--- src/rtl/adc_sample_scheduler.sv ---
// Snapshots 8 ADC channels every PERIOD cycles and streams the changed, enabled channels as ch/data items.
// Latency: tick -> first out_valid in 2 cycles (SNAP, then registered item); back-to-back items, no bubble.
// Backpressure: out_valid/out_ready; item held stable while stalled; ticks arriving while busy are dropped and counted.
//
// Ports:
//   clk, reset        system clock, synchronous active-high reset
//   enable            runs the tick counter; low clears it and stops new snapshots
//   ch_mask           per-channel enable, sampled only in the SNAP cycle
//   adc_data          live 8x12-bit channel values
//   out_valid/ready   item handshake; out_ch/out_data/out_last describe the item
//   busy              high whenever a snapshot or scan is in progress
//   overrun_count     saturating count of ticks dropped while busy
module adc_sample_scheduler #(
    parameter int PERIOD   = 50000,
    parameter int DEADBAND = 2,
    parameter int CW       = 16
) (
    input  logic             clk,
    input  logic             reset,
    input  logic             enable,
    input  logic [7:0]       ch_mask,
    input  logic [7:0][11:0] adc_data,
    output logic             out_valid,
    input  logic             out_ready,
    output logic [2:0]       out_ch,
    output logic [11:0]      out_data,
    output logic             out_last,
    output logic             busy,
    output logic [7:0]       overrun_count
);

    typedef enum logic [1:0] {IDLE, SNAP, SCAN} state_t;

    localparam logic [CW-1:0] LAST_CNT = CW'(PERIOD - 1);
    localparam logic [11:0]   DB       = 12'(DEADBAND);

    state_t           state, state_nxt;
    logic [CW-1:0]    count;
    logic             tick;
    logic [7:0][11:0] snap;
    logic [7:0][11:0] last;
    logic [7:0]       first;
    logic [7:0]       pend;
    logic [7:0]       pend_new;
    logic [7:0]       pend_after;
    logic [2:0]       ch_from_snap;
    logic [2:0]       ch_from_scan;
    logic             hs;

    // Index of the lowest set bit (0 when none set).
    function automatic logic [2:0] lowest(input logic [7:0] p);
        lowest = 3'd0;
        for (int i = 7; i >= 0; i--) begin
            if (p[i]) lowest = 3'(i);
        end
    endfunction

    function automatic logic single_bit(input logic [7:0] p);
        return (p != 8'd0) && ((p & (p - 8'd1)) == 8'd0);
    endfunction

    // Unsigned distance, never wraps: |000 - FFF| = FFF.
    function automatic logic [11:0] absdiff(input logic [11:0] a, input logic [11:0] b);
        return (a >= b) ? (a - b) : (b - a);
    endfunction

    assign tick = enable && (count == LAST_CNT);
    assign busy = (state != IDLE);
    assign hs   = out_valid && out_ready;

    // Channels that qualify for emission if snapshotted this cycle.
    always_comb begin
        pend_new = '0;
        for (int n = 0; n < 8; n++) begin
            pend_new[n] = ch_mask[n] & (first[n] | (absdiff(adc_data[n], last[n]) > DB));
        end
    end

    assign pend_after   = pend & ~(8'd1 << out_ch);
    assign ch_from_snap = lowest(pend_new);
    assign ch_from_scan = lowest(pend_after);

    always_ff @(posedge clk) begin
        if (reset || !enable || tick) count <= '0;
        else                          count <= count + CW'(1);
    end

    always_ff @(posedge clk) begin
        if (reset)                                                    overrun_count <= 8'd0;
        else if (tick && state != IDLE && overrun_count != 8'hFF)     overrun_count <= overrun_count + 8'd1;
    end

    always_ff @(posedge clk) begin
        if (reset) state <= IDLE;
        else       state <= state_nxt;
    end

    always_comb begin
        state_nxt = state;
        case (state)
            IDLE:    if (tick) state_nxt = SNAP;
            SNAP:    state_nxt = (pend_new != 8'd0) ? SCAN : IDLE;
            SCAN:    if (hs && out_last) state_nxt = IDLE;
            default: state_nxt = IDLE;
        endcase
    end

    // Item registers are loaded from the live ADC bus during SNAP (same values
    // that land in snap) and from snap on each accepted handshake thereafter.
    always_ff @(posedge clk) begin
        if (reset) begin
            snap      <= '0;
            last      <= '0;
            first     <= 8'hFF;
            pend      <= 8'd0;
            out_valid <= 1'b0;
            out_ch    <= 3'd0;
            out_data  <= 12'd0;
            out_last  <= 1'b0;
        end else if (state == SNAP) begin
            snap      <= adc_data;
            pend      <= pend_new;
            out_valid <= (pend_new != 8'd0);
            out_ch    <= ch_from_snap;
            out_data  <= adc_data[ch_from_snap];
            out_last  <= single_bit(pend_new);
        end else if (state == SCAN && hs) begin
            last[out_ch]  <= out_data;
            first[out_ch] <= 1'b0;
            pend          <= pend_after;
            out_valid     <= (pend_after != 8'd0);
            out_ch        <= ch_from_scan;
            out_data      <= snap[ch_from_scan];
            out_last      <= single_bit(pend_after);
        end
    end

endmodule
--- config.mk ---
export PLATFORM = sky130hd
export DESIGN_NAME = adc_sample_scheduler
export DESIGN_NICKNAME = d
export VERILOG_FILES = /design/src/rtl/adc_sample_scheduler.sv
export SDC_FILE = /design/constraint.sdc
export NUM_CORES = 1
export LEC_CHECK = 0
export CORE_ASPECT_RATIO = 0.5
export CORE_MARGIN = 2
export CORE_UTILIZATION = 45
export CTS_CLUSTER_DIAMETER = 150
export DETAILED_ROUTE_END_ITERATION = 8
export GPL_ROUTABILITY_DRIVEN = 0
export PLACE_DENSITY_LB_ADDON = 0.3
export SETUP_SLACK_MARGIN = 0.3
export SYNTH_ARGS = -nofsm -noshare
export SYNTH_HDL_FRONTEND = slang
export SYNTH_SLANG_ARGS = --single-unit
--- constraint.sdc ---
create_clock -name clk -period 8.1 [get_ports clk]
set_clock_uncertainty 0.05 [all_clocks]
set_input_delay 1.215 -clock clk [delete_from_list [all_inputs] [get_ports clk]]
set_output_delay 1.215 -clock clk [all_outputs]
set_load 0.01 [all_outputs]
==> run_results.csv <==
group,metric,value,unit
outcome,outcome,"finished clean",
yosys,synth_warnings,0,
worst_setup_path,crit_chain,"clkdlybuf4s50_1, inv_1, ha_1, inv_1, fa_1, a21o_1, a211oi_1, o32a_1, and2_1, mux2i_1, o211ai_1, or4_1, o31a_1, a211o_1, a21oi_1, nor4_2, a211oi_1, a21o_1",
power_and_ir_drop,max-vdd-ir-drop,0.1463,mV
die,placementRows,56,
yosys,yosysMostFrequentCell,"nand2_1",
sta,slew_headroom,19.52,%
clock_network,clk_pin_slew,0.06,ns
worst_setup_path,worstPathRequired,8.58,ns
cells_and_area,area_delta_synth_final,12.68,%
die,start_util,45.36,%
hold_path,hold_class,"reg2reg",
clock_network,hold_buffers,0,
global_route,grtUsageMet3,5.968,%
clock_network,cts_setup_buffers,0,
sta,setup-tns-final,0,ns
worst_setup_path,critPathMaxFanout,21,
power_and_ir_drop,p_total,3.218,mW
clock_network,cts.repair.resized,0,
clock_network,cts.sinks,251,
yosys,synth_common_cells,"nand2_1, a21oi_1, inv_1, dfxtp_1, ha_1",
sta,finalCritPeriodShare,86.68,%
sta,setup_ws,1.079,ns
worst_setup_path,cpPeakStageDelay,0.99,ns
yosys,synth_top_family_by_area,"compound AO/OA/AOI/OAI gates",
sta,timing.final.max_slew_violations,0,
worst_setup_path,crit_type,"in2reg",
clock_network,clock_latency,0.58,ns
yosys,postSynthAreaPerCell,7.254,um^2
die,fp.dieH,157.4,um
power_and_ir_drop,pwr_density_cell,134.9,mW/mm^2
worst_setup_path,critPathSlowestCell,"a21oi_1",
yosys,synth_compound_area_share,28.40,%
global_route,grt_use_met2,45.63,%
die,io_pins,134,
detailed_routing,drcViolationCount,0,
clock_network,cts-root-buf,"clkbuf_16",
global_route,busiest_layer,"met2",
die,dieWidth,310.7,um
detailed_routing,wl_per_cell,20.28,um
clock_network,cts_buffers,27,
global_route,grt_overflow_total,0,
sta,fmax,0.1424,GHz
power_and_ir_drop,p_leak,9.015,nW
cells_and_area,fin_area,0.02385,mm^2
yosys,seq_area_frac_synth,23.74,%
placement,placed_cell_area,0.02282,mm^2
detailed_routing,routed_wl,72.82,mm
detailed_routing,dr.first_iter.drc_count,2363,
yosys,yosys-top-cells-area,"dfxtp_1, ha_1, nand2_1",
worst_setup_path,worstSetupStartpointType,"input port",
cells_and_area,post-route-util,51.12,%
yosys,synth_ff_type,"dfxtp_1",
global_route,met1_usage,38.31,%
yosys,syn_area,0.02117,mm^2
yosys,synth_mux_area_share,3.688,%
detailed_routing,dr.pass1.iters,6,
placement,dp_cells,3537,
global_route,grt_pass1_wl,111.5,mm
worst_setup_path,cp_data_arrival_time,7.50,ns
worst_setup_path,endpoint_kind,"flop",
sta,fin_hold_ws,0.3991,ns
yosys,synth_nets,3228,
cells_and_area,final_cell_count_no_fill,3590,
clock_network,cts_max_path_buffers,3,
yosys,yosys.area_share.simple,20.31,%
placement,port-buffer-count,133,
run,maxCapViolCount,0,
yosys,postSynthCellCount,2918,
detailed_routing,dr_total_vias,21712,
detailed_routing,antenna_left,0,
detailed_routing,vias_per_cell,6.048,
clock_network,cts_tree,"built",
die,dieArea,0.04890,mm^2
placement,dp_hpwl,54.18,mm
yosys,synth-seq-cells,251,
yosys,synth.distinct_cells,100,
yosys,synth_adder_area_share,12.51,%
cells_and_area,layout-drive-gt1-share,4.544,%
cells_and_area,nNetsFinal,3238,
yosys,yosys.area.top_type_share,23.74,%
sta,hold_violations,0,
sta,rsz0062_at_grt,"false",
placement,post-place-ws,0.7225,ns
global_route,grt_max_degree,93,
clock_network,htree_num_levels,1,
global_route,antenna_found_initial,1,
global_route,grt_usage,28.68,%
yosys,async_flop_share,0,%
yosys,synth_edf_count,0,
sta,setup_violations,0,
sta,worst_pin_slew,1.203,ns
yosys,synth_top_cell_by_area,"dfxtp_1",
global_route,grt_pass1_vias,19509,
yosys,synth_xor_area_share,3.103,%
sta,post-route-min-period,7.021,ns
die,coreArea,0.04666,mm^2
[report_power, final]
| part | switching (mW) | internal (mW) | leakage [nW] |
|---|---|---|---|
| sequential | 0.000421 | 1.23 | 2.02 |
| combinational | 0.345 | 0.210 | 6.49 |
| clock | 0.549 | 0.878 | 0.504 |
| total | 0.895 | 2.32 | 9.01 |
[sequential cells by signal (all words and copies together) (netlist names)]
name,count
snap,96
overrun_count,8
state,2
last,96
pend,8
out_last,1
count,16
out_ch,3
out_data,12
out_valid,1
first,8
[cells in the final DEF, fill, tap and decap left out, types with 27 or more instances in the layout]
cell	count
clkbuf_16	27
nand3_1	72
dfxtp_1	251
clkdlybuf4s50_1	132
a21oi_1	354
ha_1	186
o21ai_0	129
inv_1	260
mux2i_1	63
buf_4	33
a31oi_1	32
nor3_1	39
xnor2_1	40
nand2_1	493
nand4_1	27
a21o_1	71
a221oi_1	29
a211oi_1	61
nor2_1	155
xor2_1	35
nor2b_1	32
[logic make-up after synthesis]
| family | Yosys count |
|---|---|
| and+or+nand+nor | 946 |
| buffers and inverters | 446 |
| adders and majority gates | 202 |
| DFF | 251 |
| AOI/OAI and AO/OA | 926 |
| xor gates and xnor gates | 75 |
| muxes | 72 |
[final timing paths]
kind / end / from / slack (ns) / depth (start not counted)
min reg2reg: first[5]$_SDFFE_PP1P_ / first[5]$_SDFFE_PP1P_ / 0.40 / 1
max reg2reg: out_data[5]$_SDFFE_PP0P_ / last[36]$_SDFFE_PP0P_ / 1.97 / 16
min: first[5]$_SDFFE_PP1P_ / first[5]$_SDFFE_PP1P_ / 0.40 / 1
max: out_data[5]$_SDFFE_PP0P_ / adc_data[84] / 1.08 / 18
[routing by layer]
layer,up-vias,part of all wire [%]
li1,10274,-
met1,10203,43
met2,1038,44
met3,197,9.5
met4,0,4.0
met5,-,0
[critical path, delay by kind of cell]
kind / cells / cell delay, ns
multiplexers: 1 / 0.24
buffers and inverters: 3 / 0.69
AO/OA/AOI/OAI: 9 / 3.63
AND/OR/NAND/NOR: 3 / 1.08
adder cells (fa/ha/maj): 2 / 0.62
[cell type report]
class | instances | area, um^2
timing repair buffer | 166 | 1580
antenna | 3 | 7.507
sequential | 251 | 5025
fill | 4641 | 22810
clock buffer | 37 | 793.3
multi-input combinational | 2221 | 14440
clock inverter | 13 | 231.5
inverter | 261 | 979.7
tap | 638 | 798.3
Power figures use the tool's default switching activity.
==> RTL edit 1, RTL diff (config.mk and constraints unchanged) <==
The parameter `CW` goes from 16 to 32.
--- a/src/rtl/adc_sample_scheduler.sv
+++ b/src/rtl/adc_sample_scheduler.sv
@@ -13,7 +13,7 @@
 module adc_sample_scheduler #(
     parameter int PERIOD   = 50000,
     parameter int DEADBAND = 2,
-    parameter int CW       = 16
+    parameter int CW       = 32
 ) (
     input  logic             clk,
     input  logic             reset,
Formal check against the unedited RTL: no difference found for any inputs over 10 cycles, from zero or initial values and one cycle with reset high; that may be too few to reach the edited logic, so the function may still have changed.
==> RTL edit 1 against the original RTL <==
Critical endpoint is now out_data[4]. Final cell count is 5.1% higher. Synthesized area up 4.6%. Via count increased by 7.1%. Total power rose by 3.6%. Setup slack better by 0.042 ns. Synthesized cell count is 6.3% higher. Wire length is 5.4% higher. Sequential cell count rose by 16. Global-route usage increased by 0.053 points. Worst hold slack got worse by 0.0079 ns. Combinational power up 6.8%. Design area grew 4.2%.
==> RTL edit 1: results (changes against the original RTL) <==
Synthesis
  – Proportion of synthesized chip area in sequential cells: 0.2414 (+0.003976)
  – Post-synth cell types: 93 (-7.0%)
  – Share of cell area taken by muxes after synthesis: 0.02689 (-0.009991)
  – Area fraction in compound gates after synthesis: 0.2814 (-0.002661)
  – Xor and xnor area share after synthesis: 0.03362 (+0.002584)
  – Adder and majority cell fraction of the synthesized area: 0.1195 (-0.005526)

Setup path
  – Data arrival, critical path: 7.46 ns (-0.04 ns)

Power
  – Share of total power in combinational logic: 0.178 (+0.005)
  – Maximum resistive drop on vdd: 0.1407 mV (-3.8%)
  – Proportion of power drawn by the clock network: 0.428 (-0.016)

Finish
  – Biggest regs: last (96), snap (96), count (32)
  – Layout area overhead: 12.25%
  – Sequential cell count: 267 (+6.4%)
  – Relative area of non-clock buffer cells in the final design: 0.06387 (-0.002379)
  – Count of multi-input combinational gates: 2,382 (+7.2%)
  – Post-route insts no fill: 3,774 (+5.1%)

Routing
  – Length of routed wiring on met1: 32,710 µm (+4.7%)
  – Detailed-route via count: 23,250 (+7.1%)
  – Highest routed metal layer: met5
  – Routed WL: 76,710 µm (+5.4%)
  – Initial drt markers: 3,156 (+34%)

Placed design
  – Cell count after placement: 3,724 (+5.3%)

Global route
  – Global routing usage on met3: 0.04754 (-0.01214)
  – First-pass GRT wire length: 117,800 µm (+5.7%)
  – GR met2 Demand/Resource: 0.4461 (-0.01022)

Run status
  – Result of the run: complete, no violations
==> RTL edit 1: changes by cell type in the layout (fill, tap and decap cells not counted), moves of 18 or more <==
cell	unedited run	this run
sky130_fd_sc_hd__nand2_1	493	586
sky130_fd_sc_hd__o211ai_1	25	43
sky130_fd_sc_hd__a21oi_1	354	391
sky130_fd_sc_hd__a311oi_1	5	23
sky130_fd_sc_hd__and2_1	12	32
sky130_fd_sc_hd__o21ai_0	129	102
==> RTL edit 1: path summary, 6_finish.rpt <==
| check | start | to | slack, ns | cells past startpoint |
|---|---|---|---|---|
| worst max-delay path | adc_data[14] | out_data[4] | 1.12 | 17 |
| worst min-delay path | first[1] | first[1] | 0.39 | 2 |
| worst max register to register | last[16] | out_data[4] | 2.15 | 15 |
| worst min register to register | first[1] | first[1] | 0.39 | 2 |
==> RTL edit 2, RTL diff (same settings) <==
Without the edit above. Compare `count` against `LAST_CNT` with >= in place of ==.
--- a/src/rtl/adc_sample_scheduler.sv
+++ b/src/rtl/adc_sample_scheduler.sv
@@ -64,7 +64,7 @@
         return (a >= b) ? (a - b) : (b - a);
     endfunction
 
-    assign tick = enable && (count == LAST_CNT);
+    assign tick = enable && (count >= LAST_CNT);
     assign busy = (state != IDLE);
     assign hs   = out_valid && out_ready;
 
Check against the original RTL: no difference found for any inputs over 10 cycles, from zero or initial values and one cycle with reset high; that may be too few to reach the edited logic, so the function may still have changed.
==> RTL edit 2 against the original RTL <==
Total power down 4.0%. Wire length shrank 2.6%. Setup slack worse by 0.13 ns. First-iteration DRC count increased by 4.3%. Via count down 5.1%. Combinational power shrank 4.5%. Sequential power barely moved. Design area down 3.4%. Synthesized area shrank 3.2%. Critical path type unchanged. Sequential cell count is the same. Critical endpoint is now out_data[8].
==> RTL edit 2: results (changes against the original RTL) <==
Routing
  – Routed length per placed instance: 20.60 µm (+1.6%)
  – Initial drt markers: 2,464 (+4.3%)
  – Routed WL: 70,910 µm (-2.6%)
  – Detailed-route via count: 20,610 (-5.1%)

Placed design
  – Total cell area at the placement stage: 22,080 µm² (-3.2%)
  – Post-DP HPWL: 53,090 µm (-2.0%)
  – Pre-CTS WS: 0.4873 ns (-0.2352 ns)

Synthesis
  – Proportion of synthesized chip area in sequential cells: 0.2453 (+0.007947)
  – Share of cell area taken by muxes after synthesis: 0.04233 (+0.005450)
  – Area fraction in compound gates after synthesis: 0.2661 (-0.01792)
  – Post-synth cell types: 90 (-10%)
  – Most common library cells after synthesis: 510 x sky130_fd_sc_hd__nand2_1, 345 x sky130_fd_sc_hd__a21oi_1, 255 x sky130_fd_sc_hd__inv_1, 251 x sky130_fd_sc_hd__dfxtp_1, 186 x sky130_fd_sc_hd__ha_1
  – Largest cells by area after synthesis: sky130_fd_sc_hd__dfxtp_1 25%, sky130_fd_sc_hd__ha_1 11%, sky130_fd_sc_hd__nand2_1 9.3%
  – Post-synth top flop: sky130_fd_sc_hd__dfxtp_1
  – Async set or reset register ratio after synthesis: 0 (unchanged)
  – Synthesized Nets: 3,112 (-3.6%)
  – Adder and majority cell fraction of the synthesized area: 0.1293 (+0.004187)
  – Synthesized area per cell: 7.310 µm² (+0.77%)
  – Xor and xnor area share after synthesis: 0.03763 (+0.006598)

Finish
  – Biggest regs: last (96), snap (96), count (16)
  – Fraction of final layout cells with drive strength greater than 1: 0.04718 (+0.001744)

Global route
  – First-pass GRT wire length: 108,500 µm (-2.7%)
  – Pin count of the biggest net entering global routing: 95 (+2.2%)
  – Global-route total usage across every layer: 0.2890 (+0.002198)
  – Via count of the first global-routing pass: 18,850 (-3.4%)
  – Number of antenna violations at the first check in global routing: 4 (+3)

Timing
  – Slew at the pin closest to its max-slew limit: 1.191 ns (-0.01137 ns)

Setup path
  – CP delay by family, top: compound AO/OA/AOI/OAI gates
  – Critical path fanouts, max: 13 (-38%)
  – Largest stage delay on the critical path: 1.01 ns (+0.02 ns)
  – Cell at the slowest stage of the critical path: sky130_fd_sc_hd__o41ai_1
  – Data arrival, critical path: 7.57 ns (+0.07 ns)

Run status
  – Result of the run: complete, no violations

Power
  – Maximum resistive drop on vdd: 0.1430 mV (-2.2%)
  – P_leak: 0.008856 µW (-1.8%)

Clocking
  – Number of buffers added for setup after CTS: 0 (unchanged)
  – Depth of the CTS H-tree: 1 (unchanged)

Worst hold path
  – Hold Path Class: register to register
RTL edit 2: changes by cell type after synthesis, moves of 9 or more:
cell	change
sky130_fd_sc_hd__a21oi_1	-10
sky130_fd_sc_hd__a221o_1	+9
sky130_fd_sc_hd__a221oi_1	-9
sky130_fd_sc_hd__a221oi_2	+10
sky130_fd_sc_hd__a31oi_1	-19
sky130_fd_sc_hd__clkbuf_1	-24
sky130_fd_sc_hd__mux2i_1	+9
sky130_fd_sc_hd__nand2_1	+17
sky130_fd_sc_hd__nand3_1	-25
sky130_fd_sc_hd__nor2b_1	+9
sky130_fd_sc_hd__nor3_1	-19
sky130_fd_sc_hd__o21ai_0	-18
sky130_fd_sc_hd__o22ai_1	+13
sky130_fd_sc_hd__xnor2_1	+12
RTL edit 2: cell type report:
class,instances,area (µm²)
fill,4405,22040
multi-input combinational,2128,13850
clock buffer,35,755.7
sequential,251,5025
timing repair buffer,156,1505
clock inverter,15,183.9
tap,598,748.2
antenna,4,10.01
inverter,255,957.2
RTL edit 2: path summary, 6_finish.rpt:
check                             startpoint           to  slack [ns]  depth (start not counted)
worst max register to register      last[60]  out_data[8]        1.87                         17
worst min register to register      count[0]     count[0]        0.39                          1
worst min-delay path                count[0]     count[0]        0.39                          1
worst max-delay path            adc_data[67]  out_data[8]        0.95                         17
RTL edit 2: routing by layer:
metal  share of wire  wire, µm  vias up  global-route usage
met2            0.41     29420      975              0.4347
li1                -         -     9733                   -
met4           0.040      2814        0              0.1025
met3            0.11      8036      208             0.07261
met5               0         0        -                   0
met1            0.43     30640     9695              0.4006
RTL edit 2: report_power, final:
group	switching [µW]	internal, µW
Clock	566	761
Combinational	324	205
Sequential	0.293	1230
